File: src/rtl/regfile_access_ctrl.sv
`default_nettype none
// ============================================================================
// Module   : regfile_access_ctrl
// Brief    : Command FIFO + sequencer issuing one-at-a-time requests to
//            register_file, with a watchdog that turns a lost completion
//            into an error response.
// Revision : 1.0
// ============================================================================
module regfile_access_ctrl #(
   parameter int DEPTH   = 4,
   parameter int TIMEOUT = 64
) (
   input  logic        clk,
   input  logic        rst_n,
   input  logic        cmd_valid,
   output logic        cmd_ready,
   input  logic        cmd_write,
   input  logic [4:0]  cmd_addr,
   input  logic [31:0] cmd_wdata,
   output logic        rsp_valid,
   input  logic        rsp_ready,
   output logic        rsp_write,
   output logic [4:0]  rsp_addr,
   output logic [31:0] rsp_rdata,
   output logic [1:0]  rsp_status,
   output logic        rf_we,
   output logic        rf_re,
   output logic [4:0]  rf_addr,
   output logic [31:0] rf_wdata,
   input  logic [31:0] rf_rdata,
   input  logic        rf_busy,
   input  logic        rf_read_valid,
   input  logic        rf_write_resp_valid,
   input  logic [1:0]  rf_write_resp,
   output logic        idle
);

   localparam int c_idx_w = $clog2(DEPTH);
   localparam int c_ptr_w = c_idx_w + 1;
   localparam int c_wd_w  = $clog2(TIMEOUT);
   localparam logic [c_wd_w-1:0] c_wd_last = c_wd_w'(TIMEOUT - 1);
   localparam logic [c_wd_w-1:0] c_wd_max  = '1;

   typedef enum logic [1:0] {
      S_IDLE  = 2'd0,
      S_ISSUE = 2'd1,
      S_WAIT  = 2'd2,
      S_RESP  = 2'd3
   } state_t;

   state_t r_state;
   state_t w_next;

   logic [c_ptr_w-1:0] r_wr_ptr;
   logic [c_ptr_w-1:0] r_rd_ptr;
   logic               r_fifo_write [DEPTH];
   logic [4:0]         r_fifo_addr  [DEPTH];
   logic [31:0]        r_fifo_wdata [DEPTH];

   logic               r_cur_write;
   logic [4:0]         r_cur_addr;
   logic [c_wd_w-1:0]  r_wd;

   logic w_full;
   logic w_empty;
   logic w_push;
   logic w_pop;
   logic w_start;
   logic w_rd_done;
   logic w_wr_done;
   logic w_timeout;
   logic w_head_write;
   logic [4:0]  w_head_addr;
   logic [31:0] w_head_wdata;

   // Pointers carry one extra wrap bit so full and empty are distinguishable.
   assign w_empty = (r_wr_ptr == r_rd_ptr);
   assign w_full  = (r_wr_ptr[c_ptr_w-1] != r_rd_ptr[c_ptr_w-1]) &&
                    (r_wr_ptr[c_idx_w-1:0] == r_rd_ptr[c_idx_w-1:0]);

   assign cmd_ready = rst_n && !w_full;
   assign w_push    = cmd_valid && cmd_ready;
   assign w_pop     = (r_state == S_ISSUE);

   assign w_head_write = r_fifo_write[r_rd_ptr[c_idx_w-1:0]];
   assign w_head_addr  = r_fifo_addr[r_rd_ptr[c_idx_w-1:0]];
   assign w_head_wdata = r_fifo_wdata[r_rd_ptr[c_idx_w-1:0]];

   assign w_start   = (r_state == S_IDLE) && (w_next == S_ISSUE);
   assign w_rd_done = (r_state == S_WAIT) && !r_cur_write && rf_read_valid;
   assign w_wr_done = (r_state == S_WAIT) &&  r_cur_write && rf_write_resp_valid;
   assign w_timeout = (r_state == S_WAIT) && (r_wd == c_wd_last);

   assign rsp_valid = (r_state == S_RESP);
   assign idle      = (r_state == S_IDLE) && w_empty;

   always_ff @(posedge clk) begin
      if (w_push) begin
         r_fifo_write[r_wr_ptr[c_idx_w-1:0]] <= cmd_write;
         r_fifo_addr[r_wr_ptr[c_idx_w-1:0]]  <= cmd_addr;
         r_fifo_wdata[r_wr_ptr[c_idx_w-1:0]] <= cmd_wdata;
      end
   end

   always_ff @(posedge clk) begin
      if (!rst_n) begin
         r_wr_ptr <= '0;
         r_rd_ptr <= '0;
      end else begin
         if (w_push) r_wr_ptr <= r_wr_ptr + 1'b1;
         if (w_pop)  r_rd_ptr <= r_rd_ptr + 1'b1;
      end
   end

   always_ff @(posedge clk) begin
      if (!rst_n) r_state <= S_IDLE;
      else        r_state <= w_next;
   end

   always_comb begin
      w_next = r_state;
      case (r_state)
         S_IDLE:  if (!w_empty && !rf_busy) w_next = S_ISSUE;
         S_ISSUE: w_next = S_WAIT;
         S_WAIT:  if (w_rd_done || w_wr_done || w_timeout) w_next = S_RESP;
         S_RESP:  if (rsp_ready) w_next = S_IDLE;
         default: w_next = S_IDLE;
      endcase
   end

   always_ff @(posedge clk) begin
      if (!rst_n) begin
         rf_we       <= 1'b0;
         rf_re       <= 1'b0;
         rf_addr     <= '0;
         rf_wdata    <= '0;
         r_cur_write <= 1'b0;
         r_cur_addr  <= '0;
         r_wd        <= '0;
         rsp_write   <= 1'b0;
         rsp_addr    <= '0;
         rsp_rdata   <= '0;
         rsp_status  <= '0;
      end else begin
         rf_we <= w_start &&  w_head_write;
         rf_re <= w_start && !w_head_write;
         if (w_start) begin
            rf_addr     <= w_head_addr;
            rf_wdata    <= w_head_wdata;
            r_cur_write <= w_head_write;
            r_cur_addr  <= w_head_addr;
         end

         if (r_state == S_ISSUE)
            r_wd <= '0;
         else if (r_state == S_WAIT && r_wd != c_wd_max)
            r_wd <= r_wd + 1'b1;

         // A matching completion takes priority over a coincident timeout.
         if (w_rd_done) begin
            rsp_write  <= 1'b0;
            rsp_addr   <= r_cur_addr;
            rsp_rdata  <= rf_rdata;
            rsp_status <= 2'b00;
         end else if (w_wr_done) begin
            rsp_write  <= 1'b1;
            rsp_addr   <= r_cur_addr;
            rsp_rdata  <= '0;
            rsp_status <= rf_write_resp;
         end else if (w_timeout) begin
            rsp_write  <= r_cur_write;
            rsp_addr   <= r_cur_addr;
            rsp_rdata  <= '0;
            rsp_status <= 2'b11;
         end
      end
   end

endmodule
`default_nettype wire

File: config.mk
export PLATFORM = sky130hd
export DESIGN_NAME = regfile_access_ctrl
export DESIGN_NICKNAME = d
export VERILOG_FILES = /design/src/rtl/regfile_access_ctrl.sv
export SDC_FILE = /design/constraint.sdc
export NUM_CORES = 1
export LEC_CHECK = 0
export CORE_UTILIZATION = 57
export DETAILED_ROUTE_END_ITERATION = 7
export PLACE_DENSITY_LB_ADDON = 0.2
export SYNTH_ARGS = -nofsm -noshare
export SYNTH_HDL_FRONTEND = slang
export SYNTH_SLANG_ARGS = --single-unit
File: constraint.sdc
create_clock -name clk -period 4 [get_ports clk]
set_input_delay 0.8 -clock clk [delete_from_list [all_inputs] [get_ports clk]]
set_output_delay 0.8 -clock clk [all_outputs]
set_load 0.01 [all_outputs]
==> run summary, run 1 <==
Hold/Removal Path Class: reg2reg
HPWL Detailed: 11.38 mm
Leakage: 3.871 nW
Post-synth top area cell: edfxtp_1
R2r endpoint: r_fifo_wdata[0][10]
Maximum clock frequency: 0.3353 GHz
Chip Height: 129.6 µm
Initial DRC count: 416
Multi-input gate area: 2551 µm²
Critical Path RT: 3.20 ns
Power Dens Cells: 481.7 nW/µm²
Total global-route track usage: 0.2207
Final period util: 0.7456
Ys async rst share: 0
Cts hold-fix bufs: 0
Worst clock skew: 0.008880 ns
Post-placement cell count: 951
CP arrival: 2.18 ns
Sequential share of the synthesized area: 0.6994
FP Rows: 46
CTS max path bufs: 3
Final setup TNS: 0 ns
Final min period: 2.983 ns
Total grt overflow: 0
Clock slew at reported path FFs: 0.06 ns
Gpl congestion: 0.7591
Die W: 129.6 µm
Ys flop type: edfxtp_1
Top-area cell type share of the netlist area: 0.4922
Final hold vios: 0
Final Non-Filler Cells: 994
1st-pass router iterations: 4
H-tree depth: 1
CTS tree: built
Startpoint types: register
Die ar.: 16,780 µm²
Final slew viol count: 0
Synth Register Bits: 248
WS Path Type: reg2out
Core area: 15,890 µm²
N_diodes: 0
CTS buffer count: 24
First-pass GRT wire length: 28.41 mm
Hold path depth: 2
Initial antenna violation count: 0
R2r setup slk: 1.61 ns
I/O pin count: 161
Initial core utilization: 0.5838
Mapped Cells: 604
Final Instance Area: 11,750 µm²
Postcts setup bufs: 0
Crit path from: r_wr_ptr[0]
Count of cell types in the netlist: 43
Worst R2R Start: r_wr_ptr[0]
Post-CTS Resized: 0
Avg Inst Size Synth: 15.35 µm²
Instance area at placement: 11,010 µm²
Largest cells by area after synthesis: edfxtp_1 49%, dfxtp_1 21%, mux4_2 9.2%, a22oi_2 2.7%, nand3_1 2.3%
R2r worst-path depth: 3
Avg Vias per Cell: 5.540
Residual DRC: 0
Clock sinks: 248
Routed wire per std cell: 18.47 µm
Hold WS: 0.4596 ns
ANT nets after route: 0
Ys Warns: 0
Util after Layout: 0.7394
Final WL: 18.36 mm
Clock latency on the worst-skew pair: 0.50 ns
RSZ-0062 raised after global routing: false
Peak VDD IR: 0.0004070 V
Least-Margin Pin Slew: 1.009 ns
Most common cell after layout, fill and taps aside: clkdlybuf4s50_1
Fraction of final layout cells sized beyond drive strength 1: 0.1735
Clock Tree Root: clkbuf_16
Slew margin rel.: 0.3273
IO buf count: 160
Net Count, Synth: 689
Vias in the first global route: 5,500
Area grow syn2layout: 26.65%
Filler instances: 1,020
Max-Cap Viols: 0
Mapped cell area: 9274 µm²
Final setup violation count: 0
Largest net degree at the start of global routing: 52
CP Capture Type: output port
CP Max Fanout: 5
EDFF count, synth: 152
Worst Hold Path EP: rf_wdata[7]
Outcome: finished clean
Most frequent cells in the layout: 159 x clkdlybuf4s50_1, 152 x edfxtp_1, 94 x dfxtp_1
Nets: 846
Vias post-DR: 5,507
HP Start: rf_wdata[7]
FF/Latch Area: 6491 µm²
==> cell type report <==
class | count | area share
multi-input cells | 311 | 0.2172
well taps | 216 | 0.02301
clock inverters | 8 | 0.003302
repair buffers | 171 | 0.1432
flip-flops and latches | 248 | 0.5527
inverters | 5 | 0.001598
clock buffers | 35 | 0.05902
==> state kept, by name, indices dropped and copies added, names as in the netlist, 2 cells and up, named ones only <==
name          flops
rf_wdata         32
r_state           2
r_wd              6
r_rd_ptr          3
rsp_addr          5
rsp_rdata        32
r_cur_addr        5
rsp_status        2
r_fifo_wdata    128
r_fifo_addr      20
r_wr_ptr          3
r_fifo_write      4
==> metal layers <==
metal	up-vias	track usage	share of wire	wire [µm]
met5	-	0	0	0
met4	0	0.06224	0.017	305
met3	29	0.03468	0.061	1124
met2	190	0.3855	0.51	9278
met1	2687	0.2885	0.42	7647
li1	2601	-	-	-
==> worst max-delay path, stage by stage (launching register included) <==
cell             delay (ns)
dfxtp_1                0.44
xor2_1                 0.17
or3_1                  0.34
nor3_1                 0.16
clkdlybuf4s50_1        0.58
==> kinds of logic after synthesis <==
logic type | synth area share
AO/OA/AOI/OAI | 0.07461
buffers and inverters | 0.02604
AND/OR/NAND/NOR | 0.08270
flip-flops | 0.6994
XOR/XNOR | 0.01039
adder cells (fa/ha/maj) | 0.008095
multiplexers | 0.09876
==> worst max path at each step <==
stage,cells past startpoint,endpoint,slack [ns]
finish,4,idle,1.02
detailed placement,3,r_fifo_wdata[0][3],1.10
global placement,3,r_fifo_wdata[0][5],1.15
global route,4,idle,0.92
floorplan,3,r_fifo_addr[0][0],1.37
CTS,4,idle,1.01
==> metrics by stage <==
stage	power [W]	setup WS, ns
floorplan	0.003329	1.367
global placement	0.003607	1.149
detailed placement	0.003630	1.105
CTS	0.005711	1.010
global route	0.005869	0.9223
finish	0.005657	1.017
==> cells in the mapped netlist, drive strengths merged (6+ instances only) <==
master and n:
edfxtp 152, nand2 45, mux2i 6, xor2 6, buf 26, mux4 38
dfxtp 96, nand3 43, clkbuf 14, a22oi 32, ha 6, and3 6
nor2 51, o21ai 42
==> where the power goes <==
part | switching (W) | internal (W)
Clock | 0.000888 | 0.00120
Sequential | 0.0000629 | 0.00284
Combinational | 0.000328 | 0.000344
No activity file was read; power rests on OpenSTA's default activity.
==> run 2, diff against run 1 <==
--- a/config.mk
+++ b/config.mk
@@ -5,7 +5,7 @@
 export SDC_FILE = /design/constraint.sdc
 export NUM_CORES = 1
 export LEC_CHECK = 0
-export CORE_UTILIZATION = 57
+export CORE_UTILIZATION = 47
 export DETAILED_ROUTE_END_ITERATION = 7
 export PLACE_DENSITY_LB_ADDON = 0.2
 export SYNTH_ARGS = -nofsm -noshare
==> constraint.sdc (replaced) <==
create_clock -name clk -period 2.5 [get_ports clk]
set_input_delay 0.5 -clock clk [delete_from_list [all_inputs] [get_ports clk]]
set_output_delay 0.5 -clock clk [all_outputs]
set_load 0.01 [all_outputs]
==> run 2 against run 1 <==
- wire length is 2.7% higher
- cell area up 2.1%
- global-route usage down 3.4 points
- critical endpoint unchanged
- flip-flop and latch count is the same
- register-to-register slack lost 1.0 ns
- largest cell class unchanged
- critical path depth unchanged
- non-clock buffer count rose by 9
- sequential power grew 60%
- hold slack got worse by 0.0023 ns
- largest power group unchanged
- clock power is 65% higher
- via count increased by 1.0%
- first-iteration DRC count decreased by 30%
- highest routed layer is now met5
==> run summary, run 2 (synthesis results as in run 1) <==
Outcome: finished clean
Most common cell after layout, fill and taps aside: clkdlybuf4s50_1
Clock sinks: 248
CTS buffer count: 26
FP Rows: 51
1st-pass router iterations: 4
Hold/Removal Path Class: reg2reg
Largest net degree at the start of global routing: 55
Slew margin rel.: 0.4799
CP Max Fanout: 3
CTS tree: built
Most frequent cells in the layout: 157 x clkdlybuf4s50_1, 152 x edfxtp_1, 93 x dfxtp_1
Postcts setup bufs: 0
Worst R2R Start: r_rd_ptr[0]
Die W: 142.5 µm
N_diodes: 0
Max reg flops: 128
Most crowded layer after global routing: met2
H-tree depth: 1
Final setup TNS: 0 ns
ANT nets after route: 0
Core area: 19,400 µm²
Final hold vios: 0
Worst clock skew: 0.01344 ns
Cts hold-fix bufs: 0
Final slew viol count: 0
HPWL Detailed: 11.73 mm
Die ar.: 20,300 µm²
Total global-route track usage: 0.1871
Leakage: 3.959 nW
WS Path Type: reg2out
CP arrival: 1.86 ns
IO buf count: 160
Peak VDD IR: 0.0005850 V
Final period util: 0.9448
Nets: 857
Post-CTS Resized: 3
Chip Height: 142.5 µm
Maximum clock frequency: 0.4233 GHz
Clock latency on the worst-skew pair: 0.51 ns
Avg Vias per Cell: 5.262
Final min period: 2.362 ns
I/O pin count: 161
Startpoint types: register
Vias post-DR: 5,562
Power Dens Cells: 767.1 nW/µm²
GRT met3 Usage: 0.04643
HP Start: rf_wdata[26]
Vias in the first global route: 5,709
Initial core utilization: 0.4781
CTS max path bufs: 3
Gpl congestion: 0.7264
Critical Path RT: 2.00 ns
Fraction of final layout cells sized beyond drive strength 1: 0.1843
Hold WS: 0.4572 ns
Global-route met1 utilization: 0.2339
Least-Margin Pin Slew: 0.7801 ns
Final Instance Area: 11,990 µm²
Routed wire per std cell: 17.84 µm
RSZ-0062 raised after global routing: false
Final setup violation count: 0
Clock slew at reported path FFs: 0.06 ns
Initial DRC count: 291
Total grt overflow: 0
First-pass GRT wire length: 29.57 mm
CP Capture Type: output port
Max-Cap Viols: 0
Area grow syn2layout: 29.26%
Final WL: 18.86 mm
Instance area at placement: 11,210 µm²
Crit path from: r_rd_ptr[2]
Clock Tree Root: clkbuf_16
Initial antenna violation count: 1
Met2 global-route usage: 0.3269
Residual DRC: 0
==> run 2: changes by cell type in the layout (fill, tap and decap cells not counted), sizes merged <==
| cell | change |
|---|---|
| clkdlybuf4s50 | -2 |
| dlygate4sd2 | +2 |
| clkbuf | +3 |
| clkinv | +2 |
| buf | +9 |
==> run 2: power breakdown <==
part | leakage [nW] | switching, W | internal, W
logic | 1.42 | 0.000528 | 0.000579
clock network | 0.378 | 0.00144 | 0.00201
registers | 2.16 | 0.000104 | 0.00454
==> run 2: area by class of cell <==
cell class / instances / area (µm²)
Fill cell: 1512 / 7411
Sequential cell: 248 / 6492
Multi-Input combinational cell: 311 / 2551
Timing Repair Buffer: 180 / 1819
Clock buffer: 38 / 726.9
Tap cell: 265 / 331.6
Clock inverter: 10 / 47.55
Inverter: 5 / 18.77
==> run 2: metrics by stage <==
stage / total power (W) / utilization / std cells / setup slack, ns
5_1_grt: 0.009575 / 0.6180 / 1057 / 0.01496
4_1_cts: 0.009325 / 0.6180 / 1057 / 0.09158
3_5_place_dp: 0.005854 / 0.5781 / 1009 / 0.2949
3_3_place_gp: 0.005821 / 0.5781 / 1009 / 0.3275
6_report: 0.009196 / 0.6180 / 1057 / 0.1379
2_1_floorplan: 0.005326 / - / 604 / 0.1673
==> run 2: layer usage <==
layer / up-vias / routed length, µm
li1: 2620 / -
met1: 2732 / 7738
met2: 180 / 9540
met3: 28 / 1312
met4: 2 / 250
met5: - / 17
==> run 2: worst max-delay path, stage by stage, from the launching register on <==
cell	delay (ns)
dfxtp_1	0.34
xor2_1	0.18
or3_1	0.37
nor3_1	0.13
dlygate4sd2_1	0.33
==> run 2: final timing paths <==
kind             endpoint  slack, ns  cells past startpoint
max                  idle       0.14                      4
min          rf_wdata[26]       0.46                      2
max reg2reg  rf_wdata[21]       0.60                      4
min reg2reg  rf_wdata[26]       0.46                      2
==> run 3, diff against run 2 <==
--- a/config.mk
+++ b/config.mk
@@ -8,6 +8,8 @@
 export CORE_UTILIZATION = 47
 export DETAILED_ROUTE_END_ITERATION = 7
 export PLACE_DENSITY_LB_ADDON = 0.2
+export SKIP_LAST_GASP = 1
+export SLEW_MARGIN = 20
 export SYNTH_ARGS = -nofsm -noshare
 export SYNTH_HDL_FRONTEND = slang
 export SYNTH_SLANG_ARGS = --single-unit
==> results of run 3 <==
Same layout as run 2: the final DEF is identical, and so are final timing and power.
==> RTL edit: new RTL, config.mk and constraints of run 2 <==
`TIMEOUT`: 64 -> 128.
--- a/src/rtl/regfile_access_ctrl.sv
+++ b/src/rtl/regfile_access_ctrl.sv
@@ -9,5 +9,5 @@
 module regfile_access_ctrl #(
    parameter int DEPTH   = 4,
-   parameter int TIMEOUT = 64
+   parameter int TIMEOUT = 128
 ) (
    input  logic        clk,
Function: no difference found for any inputs over 4 cycles, from zero or initial values and one cycle with rst_n low; that may be too few to reach the edited logic, so the function may still have changed.
==> RTL edit against run 2 <==
  * Worst setup slack worse by 0.0045 ns
  * Design area up 0.75%
  * Fmax down 0.19%
  * Combinational power down 5%
  * Area after synthesis about the same
  * Global-route usage up 0.85 points
  * Sequential cell count up 1
  * Synthesized cell count up 7.6%
  * Routed wire length up 3.0%
  * Sequential power about the same
  * Total power up 1.5%
  * Clock skew down 0.0066 ns
  * Via count up 5.5%
  * Cell count up 4.0%
  * Largest cell class unchanged
  * Highest routed layer is now met4
==> RTL edit: results (changes against run 2) <==
| Metric | Value |
|---|---|
| Commonest cells post-synth | `edfxtp_1, dfxtp_1, nand3_1, nand2_1, o21ai_0` |
| Layout net count | `899 (+4.9%)` |
| Share of cells above drive strength 1 | `13.7% (-4.8 points)` |
| Measured slew at the worst slew-check pin | `0.775 ns (-0.00510 ns)` |
| Xor and xnor area share after synthesis | `0.944% (-0.095 points)` |
| GRT met2 Usage | `35.2% (+2.5 points)` |
| Mux cell area share after synthesis | `9.44% (-0.43 points)` |
| Layout fillers | `1,491 (-1.4%)` |
| M1 WL | `7.93 mm (+2.5%)` |
| Total GRT Usage | `19.6% (+0.85 points)` |
| Top cells by area, synth | `edfxtp_1, dfxtp_1, mux4_2` |
| Routed length on met3 | `1.37 mm (+4.7%)` |
| DPL Wire Length | `12.1 mm (+3.1%)` |
| Met3 Use GR | `4.07% (-0.57 points)` |
| Hold Path Class | `in -> reg` |
| Largest register FFs | `128 (unchanged)` |
| Number of global-route vias before repair | `5,981 (+4.8%)` |
| EDFF count, synth | `152 (unchanged)` |
| Compound-Gate Fraction of Synth Area | `6.39% (-1.1 points)` |
| First-pass DRT Iterations | `5 (+1)` |
| First-pass GRT wire length | `30.9 mm (+4.4%)` |
| Cell count of the worst reg-to-reg path | `4 (unchanged)` |
| Top layer in use | `met4` |
| Via count | `5,870 (+5.5%)` |
| N_diodes | `0 (unchanged)` |
| Hold path depth | `3 (+1)` |
| Largest net degree at the start of global routing | `65 (+18%)` |
| Initial antenna violation count | `0 (-1)` |
| Mapped Nets | `735 (+6.7%)` |
| Sw Ratio | `22.6% (+0.061 points)` |
| Met2 WL | `9.86 mm (+3.4%)` |
| Register area share after synthesis | `70.1% (+0.20 points)` |
| Initial DRC Count | `305 (+4.8%)` |
| Leak | `3.93 nW (-0.69%)` |
| Status | `completed` |
| Routability cong. | `0.813 (+12%)` |
| Final Skew | `0.00683 ns (-0.00660 ns)` |
| Global Route met1 Usage | `23.8% (+0.45 points)` |
| Routed length per placed instance | `17.7 um (-0.90%)` |
| Synthesized-area fraction occupied by adder cells | `0.809% (about the same)` |
==> RTL edit: what timing repair did <==
item | 4_1_cts | 5_1_grt
buffers inserted | 0 | 0
setup endpoints to repair | 2 | 1
resized for setup | 4 | 2
==> RTL edit: worst reg2reg max path: stages (launching register included) <==
cell,delay [ns]
dfxtp_4,0.36
buf_4,0.62
mux4_2,0.60
nand3_1,0.10
o21ai_0,0.10
==> RTL edit: cell families after synthesis <==
kind of cell    count (synthesis)
flops                         249
simple gates                  193
xor+xnor                       10
mux                            40
fa+ha+maj                       6
compound gates                102
buf+inv                        50
==> RTL edit: power groups by stage <==
stage	sequential (mW)	clock [mW]	combinational (mW)
floorplan	4.76	0	0.530
global placement	4.73	0	1.06
detailed placement	4.74	0	1.08
CTS	4.66	3.71	1.08
global route	4.67	3.89	1.16
finish	4.65	3.61	1.06
==> RTL edit: worst paths after layout <==
kind	end	slack [ns]	start
max	idle	0.13	r_rd_ptr[2]
min	rf_wdata[12]	0.40	rst_n
max reg2reg	rf_wdata[30]	0.58	r_rd_ptr[0]
min reg2reg	rf_wdata[1]	0.46	rf_wdata[1]
==> RTL edit: final cells by class <==
class	count	area share, %
Clock inverter	12	0.849
Timing Repair Buffer	179	15.3
Sequential cell	249	54.0
Multi-Input combinational cell	351	21.0
Inverter	7	0.218
Tap cell	265	2.75
Clock buffer	36	5.95
==> RTL edit: stage by stage <==
step	util, %	area [um2]	total power, mW	instances	setup WS [ns]
floorplan	-	9280	5.29	650	0.181
finish	62.3	12100	9.33	1099	0.133
global route	62.3	12100	9.72	1099	0.0112
CTS	62.2	12100	9.44	1099	0.0300
global placement	58.0	11200	5.79	1051	0.348
detailed placement	58.0	11200	5.82	1051	0.321
